## src/rtl/timer_reset_sync.sv

```systemverilog
// -----------------------------------------------------------------------------
// timer_reset_sync
//   Two-flop reset synchroniser for an active-low reset. Assertion passes
//   straight through asynchronously; deassertion is re-timed to clk so that
//   downstream flops all leave reset on the same clock edge.
//
// Ports
//   clk        : system clock
//   reset      : asynchronous active-low reset in (0 = asserted)
//   reset_sync : active-low reset out, async assert / sync deassert
// -----------------------------------------------------------------------------
module timer_reset_sync (
    input  logic clk,
    input  logic reset,
    output logic reset_sync
);

    logic [1:0] sync_q;

    // NOTE: sequential state is always written with non-blocking assignments
    // so every flop samples the pre-edge value of its neighbours.
    always_ff @(posedge clk or negedge reset) begin
        if (!reset) begin
            sync_q <= 2'b00;
        end else begin
            sync_q <= {sync_q[0], 1'b1};
        end
    end

    // The second stage is the only one allowed to fan out; the first stage
    // may still be settling from metastability.
    assign reset_sync = sync_q[1];

endmodule

```

## src/rtl/timer.sv

```systemverilog
// -----------------------------------------------------------------------------
// timer
//   On-delay (hold) timer. hit_target asserts once `in` has been sampled high
//   on `target` consecutive rising clock edges, and drops in the same cycle
//   `in` falls. Used to qualify power-supply-active signals before they are
//   declared OK.
//
// Parameters
//   WIDTH      : width of the cycle counter and of the target port
//
// Ports
//   clk        : system clock, all state updates on its rising edge
//   reset      : asynchronous active-low reset (0 = asserted)
//   target     : required number of consecutive high cycles (unsigned)
//   in         : level being qualified, active high
//   hit_target : high while `in` is high and has been high >= target cycles
// -----------------------------------------------------------------------------
module timer #(
    parameter int WIDTH = 21
) (
    input  logic             clk,
    input  logic             reset,
    input  logic [WIDTH-1:0] target,
    input  logic             in,
    output logic             hit_target
);

    logic             reset_sync;
    logic [WIDTH-1:0] count;
    logic             at_target;

    timer_reset_sync u_reset_sync (
        .clk        (clk),
        .reset      (reset),
        .reset_sync (reset_sync)
    );

    // Counter clears the instant reset asserts (the synchroniser passes the
    // assertion through asynchronously) and resumes only after the
    // synchronised release. It saturates at target rather than wrapping, so
    // an all-ones target simply parks the count at 2^WIDTH-1.
    //
    // NOTE: only the counter register is reset here; there is no memory or
    // datapath storage that would need to be excluded from the reset tree.
    always_ff @(posedge clk or negedge reset_sync) begin
        if (!reset_sync) begin
            count <= '0;
        end else if (!in) begin
            count <= '0;
        end else if (count < target) begin
            count <= count + WIDTH'(1);
        end
    end

    // Compare against the live target so a target change takes effect at
    // once, in either direction.
    assign at_target  = (count >= target);

    // Gated by the raw reset level and the raw input so the output falls
    // with no added latency.
    assign hit_target = reset & in & at_target;

endmodule

```

## config.mk

```make
export PLATFORM = sky130hd
export DESIGN_NAME = timer
export DESIGN_NICKNAME = d
export VERILOG_FILES = /design/src/rtl/timer_reset_sync.sv /design/src/rtl/timer.sv
export SDC_FILE = /design/constraint.sdc
export NUM_CORES = 1
export LEC_CHECK = 0
export ABC_AREA = 1
export CORE_MARGIN = 2
export CORE_UTILIZATION = 57
export DETAILED_ROUTE_END_ITERATION = 7
export PLACE_DENSITY_LB_ADDON = 0.1
export SETUP_SLACK_MARGIN = 0.2
export SLEW_MARGIN = 10
export SYNTH_ARGS = -nofsm -noshare
export SYNTH_HDL_FRONTEND = slang
export SYNTH_SLANG_ARGS = --single-unit
export TNS_END_PERCENT = 10
```

## constraint.sdc

```tcl
create_clock -name clk -period 2 [get_ports clk]
set_clock_uncertainty 0.2 [all_clocks]
set_input_delay 0.2 -clock clk [delete_from_list [all_inputs] [get_ports clk]]
set_output_delay 0.2 -clock clk [all_outputs]
set_load 0.02 [all_outputs]
```

==> flow_summary.ini <==
[finish]
nFillCells = 221
drive_gt1_share_pct = 28.9
final_nets = 417
final_util_pct = 83.6
multi_input_area_mm2 = 0.00152
syn_to_final_growth_pct = 41.0
antenna_cells = 0
regArea_um2 = 576

[worst_setup_path]
ff2ff_path_depth = 12
crit_start = count[4]$_DFFE_PN0P_
start_kind = flop
worstReg2RegEnd = count[5]$_DFFE_PN0P_
reg2reg_from = count[20]$_DFFE_PN0P_
cp_max_fo = 3
r2r_slack_ns = -0.28
endpoint_kind = output port
criticalPathCategory = flop to output port
cp.arrival_ns = 1.96
cp.required_ns = 1.60

[synthesis]
synth_area_mm2 = 0.00219
synth_fp_nets = 354
syn_inst = 308
async_reset_ff_share_pct = 100
yosys_warnings = 0
synth.avg_cell_area_um2 = 7.11
synth_seq_cells = 23
synth_ff_type = dfrtp_1
synth_top_area_share_pct = 26.3
ys_top_cells_by_count = nand2_1, inv_1, nand3_1, dfrtp_1, ha_1
synth.distinct_cells = 23
synth-seq-area-share_pct = 26.3
synth_edf_count = 0
yosysTopAreaCell = dfrtp_1
synthTopCellsByArea = dfrtp_1, nand2_1, ha_1
yosysMostFrequentCell = nand2_1

[timing]
timing.final.ws_setup_ns = -0.361
report.final.slew_viol_count = 0
fin_crit_ns = 2.36
fin_crit_sh_pct = 118
hold_viol_final = 0
fmax_ghz = 0.424
setup_viol = 22
rsz0062_at_grt = yes
fin_hold_ws_ns = 0.000269
tns_ns = -5.46

[grt]
grt_max_degree = 42
grt_pass1_wl_mm = 9.60
antenna_found_initial = 0
grt-ovfl-total = 0
grtUsageTotal_pct = 29.1
grt_pass1_vias = 2280

[routing]
drtIter0Drc = 130
drc_errors = 0
vias = 2307
wirelength_mm = 6.24
vias_per_cell = 5.52
wl_per_cell_um = 14.9
antenna_left = 0
dr.pass1.iters = 5

[floorplanning]
ios = 25
core-area_mm2 = 0.00369
die_y_um = 66.0
dieArea_mm2 = 0.00435
start_util_pct = 59.3
die_w_um = 66.0
num_rows = 22

[job]
drv_cap = 0

[clock_tree]
clock-sinks = 23
clockBufferDepth = 2
clk_pin_slew_ns = 0.08
cts_buffers = 3
clkLatencyLatePin_ns = 0.28
cts-root-buf = clkbuf_8
cts_tree = yes
htreeDepth = 1

[power_and_ir_drop]
max-vdd-ir-drop_mv = 0.255
leakage_uw = 0.00167
power_density_mw_per_mm2 = 313

[placement]
pre_cts_slack_ns = -0.889
port_buffers = 24
place_congestion = 0.891
hpwl_mm = 3.73

[run_status]
violations = setup timing
status = finished, violations left

[min_path]
hold_class = input pin to async pin
-- state kept, by name (all words and copies together), names as in the netlist --
signal	count
u_reset_sync.sync_q	2
count	21
-- per-stage QoR --
step                      instances  area, um^2  power, uW
after floorplan                 308        2190        563
after global placement          402        2660        637
after detailed placement        402        2660        642
after CTS                       416        2970        950
after global routing            418        3090       1010
final                           418        3090        966
-- repair_timing --
item                                    CTS  global route
resized for setup                        37            19
hold endpoints to repair                  9             0
hold buffers                              2             0
pin swaps                                19            22
endpoints found under the setup margin   22            22
gates cloned                              3             1
setup buffers                             5             1
-- cells in the final DEF, fill, tap and decap left out, drive strengths merged --
cell,netlist,final
nand2,86,86
inv,56,56
nand3,52,52
buf,7,41
nor2,28,28
dfrtp,23,23
ha,22,22
clkdlybuf4s50,0,18
xor2,10,10
a21oi,7,7
xnor2,5,5
nand4,4,4
dlygate4sd2,0,4
clkbuf,2,4
nor3,3,3
dlygate4sd3,0,2
a21o,1,1
o21bai,1,1
clkinv,0,1
dlymetal6s2s,0,1
conb,1,1
-- power breakdown --
part	switching, uW	internal, uW	total (uW)	leakage (uW)
logic	90.5	90.4	181	0.00133
clock network	170	140	310	0.0000255
registers	3.65	472	475	0.000314
-- worst max-delay path, cell delays in order, from the launching register on --
cell and delay (ns):
dfrtp_1 0.42, ha_1 0.33, nand2_1 0.10, inv_1 0.04
nand2_1 0.06, nand3_1 0.14, nand2_2 0.14, nand2_2 0.07
nor2_4 0.11, nand2_2 0.06, nand2_2 0.06, inv_2 0.03
buf_6 0.12
-- how the worst max path moves through the flow --
stage / endpoint / depth (start not counted)
final: hit_target / 12
after global routing: hit_target / 12
after CTS: hit_target / 12
after detailed placement: hit_target / 14
after global placement: hit_target / 14
after floorplan: hit_target / 11
-- cell families (layout without fill, tap and decap cells) --
kind of cell | Yosys count | count (layout) | synth area share (%)
simple gates | 173 | 173 | 39.7
buf+inv | 65 | 127 | 12.8
flops | 23 | 23 | 26.3
fa+ha+maj | 22 | 22 | 12.6
xor+xnor | 15 | 15 | 6.00
compound gates | 9 | 9 | 2.46
other cells | 1 | 1 | 0.171
-- area by class of cell --
type | instances | area share [%]
clock buffers | 3 | 1.34
clock inverters | 1 | 0.162
inverters | 56 | 6.81
multi-input cells | 220 | 49.1
flip-flops and latches | 23 | 18.7
well taps | 48 | 1.95
repair buffers | 67 | 21.9
-- routing by layer --
| layer | track usage, % | share of wire (%) |
|---|---|---|
| met3 | 3.07 | 8.7 |
| met1 | 33.9 | 38 |
| met5 | 0 | 0 |
| met2 | 50.9 | 48 |
| met4 | 18.1 | 5.5 |
Power figures use the tool's default switching activity.
